File: src/rtl/maxpool2x2_stream_if.sv
// Stream bundle for the 2x2 max-pool stage: pixel input, pooled output with row/frame markers,
// frame-abort and busy status.
interface maxpool2x2_stream_if #(
  parameter int DATA_WIDTH = 32
);
  logic                         flush_i;
  logic signed [DATA_WIDTH-1:0] in_data_i;
  logic                         in_valid_i;
  logic                         in_ready_o;
  logic signed [DATA_WIDTH-1:0] out_data_o;
  logic                         out_valid_o;
  logic                         out_ready_i;
  logic                         out_eol_o;
  logic                         out_eof_o;
  logic                         busy_o;

  modport slave (
    input  flush_i, in_data_i, in_valid_i, out_ready_i,
    output in_ready_o, out_data_o, out_valid_o, out_eol_o, out_eof_o, busy_o
  );

  modport master (
    output flush_i, in_data_i, in_valid_i, out_ready_i,
    input  in_ready_o, out_data_o, out_valid_o, out_eol_o, out_eof_o, busy_o
  );
endinterface

File: src/rtl/maxpool2x2_stream.sv
// Streaming 2x2 / stride-2 signed max-pool over a raster-ordered activation stream.
// Even rows leave pairwise maxima in a half-width row buffer; odd rows finish each block.
module maxpool2x2_stream #(
  parameter int DATA_WIDTH = 32,
  parameter int IMG_WIDTH  = 26,
  parameter int IMG_HEIGHT = 26
) (
  input logic               clk_i,
  input logic               rst_i,
  maxpool2x2_stream_if.slave strm
);

  localparam int POOL_W = IMG_WIDTH / 2;
  localparam int POOL_H = IMG_HEIGHT / 2;
  localparam int COL_W  = $clog2(IMG_WIDTH);
  localparam int ROW_W  = $clog2(IMG_HEIGHT);
  localparam int BUF_AW = (POOL_W > 1) ? $clog2(POOL_W) : 1;
  localparam bit ODD_W  = (IMG_WIDTH % 2) != 0;
  localparam bit ODD_H  = (IMG_HEIGHT % 2) != 0;

  localparam logic [COL_W-1:0]  COL_LAST      = COL_W'(IMG_WIDTH - 1);
  localparam logic [ROW_W-1:0]  ROW_LAST      = ROW_W'(IMG_HEIGHT - 1);
  localparam logic [ROW_W-1:0]  ROW_POOL_LAST = ROW_W'(2 * POOL_H - 1);
  localparam logic [BUF_AW-1:0] BUF_LAST      = BUF_AW'(POOL_W - 1);

  function automatic logic signed [DATA_WIDTH-1:0] smax(
    input logic signed [DATA_WIDTH-1:0] a,
    input logic signed [DATA_WIDTH-1:0] b
  );
    return (a > b) ? a : b;
  endfunction

  logic [COL_W-1:0]             col_p0;
  logic [ROW_W-1:0]             row_p0;
  logic signed [DATA_WIDTH-1:0] hold_p0;
  logic signed [DATA_WIDTH-1:0] rowbuf [POOL_W];

  logic signed [DATA_WIDTH-1:0] out_data_p1;
  logic                         vld_p1;
  logic                         eol_p1;
  logic                         eof_p1;
  logic                         busy_q;

  logic                         accept;
  logic                         col_last;
  logic                         in_pool;
  logic [BUF_AW-1:0]            buf_idx;
  logic signed [DATA_WIDTH-1:0] pair_max;
  logic signed [DATA_WIDTH-1:0] blk_max;
  logic                         wr_buf;
  logic                         ld_out;

  // Stage 0: accept, position tracking, pairwise max against the held even-column pixel
  assign strm.in_ready_o = !rst_i && !strm.flush_i && (!vld_p1 || strm.out_ready_i);
  assign accept   = strm.in_valid_i && strm.in_ready_o;
  assign col_last = (col_p0 == COL_LAST);
  // Trailing odd column/row is consumed but never touches hold, buffer or output.
  assign in_pool  = !(ODD_W && col_last) && !(ODD_H && (row_p0 == ROW_LAST));
  assign buf_idx  = BUF_AW'(col_p0 >> 1);
  assign pair_max = smax(hold_p0, strm.in_data_i);
  assign blk_max  = smax(pair_max, rowbuf[buf_idx]);
  assign wr_buf   = accept && in_pool && !row_p0[0] && col_p0[0];
  assign ld_out   = accept && in_pool && row_p0[0] && col_p0[0];

  always_ff @(posedge clk_i) begin
    if (rst_i || strm.flush_i) begin
      col_p0      <= '0;
      row_p0      <= '0;
      hold_p0     <= '0;
      out_data_p1 <= '0;
      vld_p1      <= 1'b0;
      eol_p1      <= 1'b0;
      eof_p1      <= 1'b0;
      busy_q      <= 1'b0;
    end else begin
      if (accept) begin
        if (col_last) begin
          col_p0 <= '0;
          row_p0 <= (row_p0 == ROW_LAST) ? '0 : row_p0 + ROW_W'(1);
        end else begin
          col_p0 <= col_p0 + COL_W'(1);
        end
      end

      if (accept && in_pool && !col_p0[0]) begin
        hold_p0 <= strm.in_data_i;
      end

      // Stage 1: output register, holds its beat until the consumer takes it
      if (ld_out) begin
        vld_p1      <= 1'b1;
        out_data_p1 <= blk_max;
        eol_p1      <= (buf_idx == BUF_LAST);
        eof_p1      <= (buf_idx == BUF_LAST) && (row_p0 == ROW_POOL_LAST);
      end else if (strm.out_ready_i) begin
        vld_p1 <= 1'b0;
      end

      // A new frame starting on the same edge as the old eof handshake keeps busy high.
      if (vld_p1 && strm.out_ready_i && eof_p1) begin
        busy_q <= 1'b0;
      end
      if (accept && (col_p0 == '0) && (row_p0 == '0)) begin
        busy_q <= 1'b1;
      end
    end
  end

  always_ff @(posedge clk_i) begin
    if (wr_buf) begin
      rowbuf[buf_idx] <= pair_max;
    end
  end

  assign strm.out_data_o  = out_data_p1;
  assign strm.out_valid_o = vld_p1;
  assign strm.out_eol_o   = eol_p1;
  assign strm.out_eof_o   = eof_p1;
  assign strm.busy_o      = busy_q;

endmodule

File: src/flat_wrapper.sv
// flat-port wrapper written by rule: the top's interface ports become plain ports
module maxpool2x2_stream_flat 
#(
  parameter int DATA_WIDTH = 32,
  parameter int IMG_WIDTH  = 26,
  parameter int IMG_HEIGHT = 26
)
  (clk_i, rst_i, strm_flush_i, strm_in_data_i, strm_in_valid_i, strm_out_ready_i, strm_in_ready_o, strm_out_data_o, strm_out_valid_o, strm_out_eol_o, strm_out_eof_o, strm_busy_o);
  maxpool2x2_stream_if #(.DATA_WIDTH(DATA_WIDTH)) strm_i ();
  input logic clk_i;
  input logic rst_i;
  input wire logic [$bits(strm_i.flush_i)-1:0] strm_flush_i;
  input wire logic [$bits(strm_i.in_data_i)-1:0] strm_in_data_i;
  input wire logic [$bits(strm_i.in_valid_i)-1:0] strm_in_valid_i;
  input wire logic [$bits(strm_i.out_ready_i)-1:0] strm_out_ready_i;
  output wire logic [$bits(strm_i.in_ready_o)-1:0] strm_in_ready_o;
  output wire logic [$bits(strm_i.out_data_o)-1:0] strm_out_data_o;
  output wire logic [$bits(strm_i.out_valid_o)-1:0] strm_out_valid_o;
  output wire logic [$bits(strm_i.out_eol_o)-1:0] strm_out_eol_o;
  output wire logic [$bits(strm_i.out_eof_o)-1:0] strm_out_eof_o;
  output wire logic [$bits(strm_i.busy_o)-1:0] strm_busy_o;
  assign strm_i.flush_i = strm_flush_i;
  assign strm_i.in_data_i = strm_in_data_i;
  assign strm_i.in_valid_i = strm_in_valid_i;
  assign strm_i.out_ready_i = strm_out_ready_i;
  assign strm_in_ready_o = strm_i.in_ready_o;
  assign strm_out_data_o = strm_i.out_data_o;
  assign strm_out_valid_o = strm_i.out_valid_o;
  assign strm_out_eol_o = strm_i.out_eol_o;
  assign strm_out_eof_o = strm_i.out_eof_o;
  assign strm_busy_o = strm_i.busy_o;
  maxpool2x2_stream #(.DATA_WIDTH(DATA_WIDTH), .IMG_WIDTH(IMG_WIDTH), .IMG_HEIGHT(IMG_HEIGHT)) u_core (.clk_i(clk_i), .rst_i(rst_i), .strm(strm_i));
endmodule
File: config.mk
export PLATFORM = sky130hd
export DESIGN_NAME = maxpool2x2_stream_flat
export DESIGN_NICKNAME = d
export VERILOG_FILES = /design/src/rtl/maxpool2x2_stream_if.sv /design/src/rtl/maxpool2x2_stream.sv /design/src/flat_wrapper.sv
export SDC_FILE = /design/constraint.sdc
export NUM_CORES = 1
export LEC_CHECK = 0
export BUFFER_PORTS_ARGS = -buffer_cell sky130_fd_sc_hd__buf_2
export CAP_MARGIN = 15
export CORE_MARGIN = 2
export CORE_UTILIZATION = 47
export CTS_CLUSTER_DIAMETER = 50
export CTS_CLUSTER_SIZE = 14
export DETAILED_ROUTE_END_ITERATION = 8
export PLACE_DENSITY = 0.66
export SLEW_MARGIN = 20
export SYNTH_ARGS = -nofsm -noshare
export SYNTH_HDL_FRONTEND = slang
export SYNTH_SLANG_ARGS = --single-unit
File: constraint.sdc
create_clock -name clk_i -period 6.02 [get_ports clk_i]
set_input_delay 1.204 -clock clk_i [delete_from_list [all_inputs] [get_ports clk_i]]
set_output_delay 1.204 -clock clk_i [all_outputs]
set_load 0.02 [all_outputs]
# [After elaboration in Yosys (flattened, before gate mapping)]
# Memory sizes are Yosys's and may differ from the RTL's. A register that Yosys moved wholly into a read port is not among the register bits.
# Index checks and enable logic that the tools add are counted.
# W data, S select, Z words.
[op_classes] add_sub_neg=2 muxes=12 magnitude_cmp=2 reduce_logical=25 n_eq_ne=3
[op_table] op="$gt A32 B32 Y1" n=2
[op_table] op="$mux W32" n=2
[op_table] op="$logic_and A1 B1 Y1" n=13
[op_table] op="$add A5 B1 Y5 const B" n=2
[op_table] op="$eq A5 B5 Y1 const B" n=2
[op_table] op="$logic_not A5 Y1" n=2
[op_table] op="$mux W5" n=2
[op_table] op="$mux W4" n=2
[op_table] op="$mux W1" n=6
[op_table] op="$logic_not A1 Y1" n=5
[op_table] op="$eq A4 B4 Y1 const B" n=1
[op_table] op="$reduce_bool A2 Y1" n=2
[op_table] op="$logic_or A1 B1 Y1" n=2
[op_table] op="$reduce_and A2 Y1" n=1
[totals] elab_cells=53 mem_count=1 ram_bits=416 register_bits=78 inputBits=37
[memory_table] memory="u_core.rowbuf" depth=13 word_bits=32 read_ports=1 rd_clocked_by_memory_dff=1 write_ports=1 line_no="maxpool2x2_stream.sv:36" source="logic signed [DATA_WIDTH-1:0] rowbuf [POOL_W];"

# [Depth between registers and ports, before layout]
[depth] ltp_word=8 mapped_depth=21

# [Worst setup path after synthesis]
# No wires, ideal clock.
[synth_timing] kind="input to register" start="in strm_in_data_i[30]" end="reg u_core.out_data_p1[0], in the netlist u_core.strm.out_data_o[0]" t_arrival_ps=5204 setup_slack_ps=675 path_buffers=3 stages=20 t_required_ps=5879 path_cell_list="inv_1 > ha_1 > a21oi_1 > nand2_1 > a221oi_2 > and2_4 > buf_6 > clkbuf_1 > o311ai_0 > a311oi_2 > inv_1 > ha_1 > a21oi_1 > nand2_1 > a221o_1 > o31ai_1 > a221o_1 > a21o_1 > clkbuf_1 > o221ai_1"
[synth_between] elab_chain_len=4
[synth_rtl] element="start: declaration" line_no="flat_wrapper.sv:13" source="input wire logic [$bits(strm_i.in_data_i)-1:0] strm_in_data_i;"
[synth_rtl] element="$gt A32 B32 Y1" line_no="maxpool2x2_stream.sv:30" source="return (a > b) ? a : b;"
[synth_rtl] element="$mux W32" line_no="maxpool2x2_stream.sv:30"
[synth_rtl] element="net u_core.pair_max[14]" line_no="maxpool2x2_stream.sv:48" source="logic signed [DATA_WIDTH-1:0] pair_max;"
[synth_rtl] element="$gt A32 B32 Y1" line_no="maxpool2x2_stream.sv:30"
[synth_rtl] element="$mux W32" line_no="maxpool2x2_stream.sv:30"
[synth_rtl] element="end signal: assignment" line_no="maxpool2x2_stream.sv:92" source="out_data_p1 <= blk_max;"
[synth_rtl] element="end: declaration" line_no="maxpool2x2_stream.sv:38" source="logic signed [DATA_WIDTH-1:0] out_data_p1;"
# The timed path passes the listed nets, and every way through them passes these cells.
# A chain may end at the register's enable or synchronous reset.

# [Worst setup path in the final report]
[layout_timing] start="in strm_in_data_i[19]" end="reg u_core.out_data_p1[22], in the netlist u_core.strm.out_data_o[22]"
# The elaborated chain is that of the path after synthesis.

==> qor.txt <==
LOGIC SYNTHESIS
-----------------------------------------------------------------------------------------
Proportion of register bits with asynchronous set or reset after synthesis             0%
Count of distinct cell types in the synthesized netlist                                53
XOR/XNOR Fraction of Synth Area                                                    0.235%
Synthesized netlist net count                                                        1648
Synth Area in Simple Gates                                                          8.00%
Main combinational cell family by area after synthesis                       multiplexers
Count of flip-flops with a built-in enable after synthesis                            416
Synth Cell Area                                                                22300 um^2
Most common flop cell mapped by yosys                                        sky130_fd_sc_hd__edfxtp_1
Post-Syn Instances                                                                   1541
Portion of the post-synthesis area used by sequential elements                      63.3%
Number of storage elements in the synthesis netlist                                   498
Count of synthesis-stage warnings from yosys                                            0
Fraction of synthesized area in multiplexers                                        12.6%
Synth Area per Inst                                                             14.5 um^2
Post-synthesis compound-gate area fraction                                          8.67%
Post-Synth Adder-Cell Area                                                          3.92%

CTS
-----------------------------------------------------------------------------------------
CTS tree                                                                             done
# hold bufs at CTS                                                                      0
Root buffer cell                                                             sky130_fd_sc_hd__clkbuf_16
Clock slew at reported path FFs                                                   0.06 ns
TritonCTS Buffers                                                                      49
Number of levels the H-tree was split into                                              2
Post-CTS setup-driven buffer insertion count                                            0
Count of instances resized after the clock tree is built                                0
Maximum count of clock buffers along a single path                                      3
CTS Sinks                                                                             498
Clock insertion delay at the later pin of the skew report                         0.60 ns

CRITICAL PATH
-----------------------------------------------------------------------------------------
Max incr delay on CP                                                              0.49 ns
CP Class                                                                        in -> reg
Data arrival time at the worst-slack endpoint                                     5.74 ns
R2R depth                                                                              18
Cell-by-cell listing of the critical path                                    buf_2 > inv_1 > ha_1 > nand2_1 > o21ai_0 > a22oi_2 > and2_4 > and3_2 > buf_4 > a311oi_2 > inv_1 > ha_1 > a21oi_1 > o21ai_0 > a221o_1 > o31ai_1 > a221o_1 > a21o_1 > buf_4 > o221ai_1
CP required                                                                       6.47 ns
CP max FO                                                                              19
Nature of the critical path endpoint                                                 flop
CP Launch Type                                                                 input port
Slowest cell on the critical path                                            sky130_fd_sc_hd__o21ai_0

HOLD PATH
-----------------------------------------------------------------------------------------
Type of the tightest min-delay check                                           reg -> reg
WHS Path Cells                                                                          2

STA
-----------------------------------------------------------------------------------------
Hold slack                                                                       0.478 ns
Final Cycle Share                                                                   87.8%
Setup repair after global routing missed its margin                                    no
Timing-limited maximum frequency                                                  189 MHz
Post-layout min period                                                            5.29 ns
Max-Slew Margin vs Limit                                                            29.3%
Actual slew at the worst max-slew pin                                             1.06 ns
Fin Setup TNS                                                                        0 ns
Final Skew                                                                      0.0229 ns
Hold violation total from the final report                                              0
Final setup violation count                                                             0
Final count of pins violating max slew                                                  0

FINISH
-----------------------------------------------------------------------------------------
Antenna diodes                                                                          0
Number of non-filler instances in the completed layout                               2283
Post-layout net count                                                                1742
Area growth, synth to finish                                                        13.5%
Final instance area                                                            25300 um^2
Ratio of cells with drive above 1 in the final layout                               24.5%

PWR
-----------------------------------------------------------------------------------------
P per Cell Area                                                               275 nW/um^2
Overall power consumption                                                       0.00698 W
Maximum resistive drop on vdd                                                      193 uV
Static Leak                                                                       8.41 nW

FLOORPLANNING
-----------------------------------------------------------------------------------------
Die footprint                                                                  49300 um^2
Initial Utilization                                                                 47.8%
Number of ports placed on the die boundary                                             74
Number of standard-cell rows in the floorplan                                          79
Core area                                                                      46800 um^2
Overall die height                                                                 222 um
Width of the die                                                                   222 um

FLOW RUN
-----------------------------------------------------------------------------------------
MaxCap Viol Count                                                                       0

PLACEMENT
-----------------------------------------------------------------------------------------
Placement Cell Area                                                            23800 um^2
Cells after DPL                                                                      2191
Dpl hpwl                                                                         34600 um
Routability congestion estimate                                                     0.828
Number of port buffers                                                                 73

GRT
-----------------------------------------------------------------------------------------
Maximum number of pins on one net before global-route repair                          129
First-pass GRT wire length                                                       83000 um
GRT Overall Usage                                                                   22.5%
Via count of the first global-routing pass                                          13600
Number of antenna violations at the first check in global routing                       1
Global-route congestion overflow total                                                  0

DRT
-----------------------------------------------------------------------------------------
Iteration count of the initial detailed-routing pass                                    6
Post-route DRC                                                                          0
Routed WL                                                                        55600 um
1st-iter DRT viols                                                                   1408
Post-route antenna net violation count                                                  0
Total vias in the final route                                                       13900
Final routed wire length divided by cell count                                    24.4 um
Via count normalized by instance count                                               6.09

STATUS
-----------------------------------------------------------------------------------------
Outcome                                                                      finished, final reports clean

==> placed cells by master (no fill, tap or decap), types with 33 or more instances in the layout <==
cell,synthesis,final
sky130_fd_sc_hd__clkbuf_16,0,51
sky130_fd_sc_hd__nand3_1,46,46
sky130_fd_sc_hd__edfxtp_1,416,416
sky130_fd_sc_hd__dfxtp_1,82,78
sky130_fd_sc_hd__ha_1,70,69
sky130_fd_sc_hd__a21oi_1,65,65
sky130_fd_sc_hd__nand2_1,182,182
sky130_fd_sc_hd__nor2b_1,34,34
sky130_fd_sc_hd__o221ai_1,33,33
sky130_fd_sc_hd__inv_1,71,71
sky130_fd_sc_hd__nand4_1,49,49
sky130_fd_sc_hd__o21ai_0,38,38
sky130_fd_sc_hd__buf_2,13,73
sky130_fd_sc_hd__mux4_2,96,96
sky130_fd_sc_hd__buf_4,0,71
==> routing by layer <==
metal	track usage, %	vias up	routed length (um)
met4	5.58	0	1250
met3	4.48	92	4020
met5	0	-	0
li1	-	6242	-
met2	36.4	495	26600
met1	31.3	7065	23700
==> worst max-delay path: cells and delay by family <==
kind / cells / cell delay [ns]
fa+ha+maj: 2 / 0.65
buf+inv: 5 / 0.78
compound gates: 10 / 2.64
simple gates: 3 / 0.44
==> per-stage QoR <==
stage               util [%]  setup slack (ns)
detailed placement      50.9             0.195
floorplan                  -             0.675
CTS                     54.2             0.829
global route            54.2             0.502
global placement        50.9             0.290
finish                  54.2             0.733
==> cells by family (layout without fill, tap and decap cells) <==
family          after synthesis  count (layout)
xor+xnor                      6               6
compound gates              254             254
flops                       498             498
fa+ha+maj                    70              70
mux                         158             158
buf+inv                     178             313
simple gates                377             377
==> Yosys cell counts, drive strengths merged (3+ instances only) <==
library cell / number / area (um^2)
nor2: 33 / 124
mux2i: 31 / 310
a21o: 5 / 37.5
o311ai: 32 / 280
o21ai: 39 / 195
and3: 4 / 25.0
a21oi: 65 / 325
o221ai: 33 / 289
buf: 29 / 163
mux2: 31 / 349
a311oi: 31 / 459
o31ai: 3 / 22.5
clkbuf: 77 / 289
a31oi: 32 / 200
xor2: 5 / 43.8
inv: 72 / 270
nand3: 47 / 240
nor4: 6 / 50.0
nand4: 50 / 319
nand2: 182 / 683
edfxtp: 416 / 12500
mux4: 96 / 2160
ha: 70 / 876
dfxtp: 82 / 1640
nor2b: 34 / 213
nor3: 8 / 40.0
nand2b: 5 / 31.3
==> report_power, final <==
group | internal [W] | leakage (nW) | switching, W
clock network | 0.00160 | 0.743 | 0.00135
logic | 0.0000907 | 3.19 | 0.000190
registers | 0.00375 | 4.48 | 0.00000462
total | 0.00544 | 8.41 | 0.00155
==> cell type report <==
class	count	area, um^2
clock buffers	72	1360
clock inverters	20	185
fillers	3744	21400
inverters	72	270
multi-input cells	865	7630
flip-flops and latches	498	14100
well taps	607	759
repair buffers	149	998
==> registers in the layout, summed over array words and instances (netlist names), named ones only <==
name                     cells
u_core.col_p0                5
u_core.hold_p0              32
u_core.row_p0                5
u_core.rowbuf              416
u_core.strm.busy_o           1
u_core.strm.out_data_o      32
u_core.strm.out_eof_o        1
u_core.strm.out_eol_o        1
u_core.strm.out_valid_o      1
==> path summary, 6_finish.rpt <==
kind,from,to,slack [ns]
worst max-delay path,strm_in_data_i[19],u_core.strm.out_data_o[22],0.73
worst min-delay path,u_core.strm.out_data_o[10],u_core.strm.out_data_o[10],0.48
worst max register to register,u_core.hold_p0[19],u_core.strm.out_data_o[22],1.20
worst min register to register,u_core.strm.out_data_o[10],u_core.strm.out_data_o[10],0.48
Power figures use the tool's default switching activity.
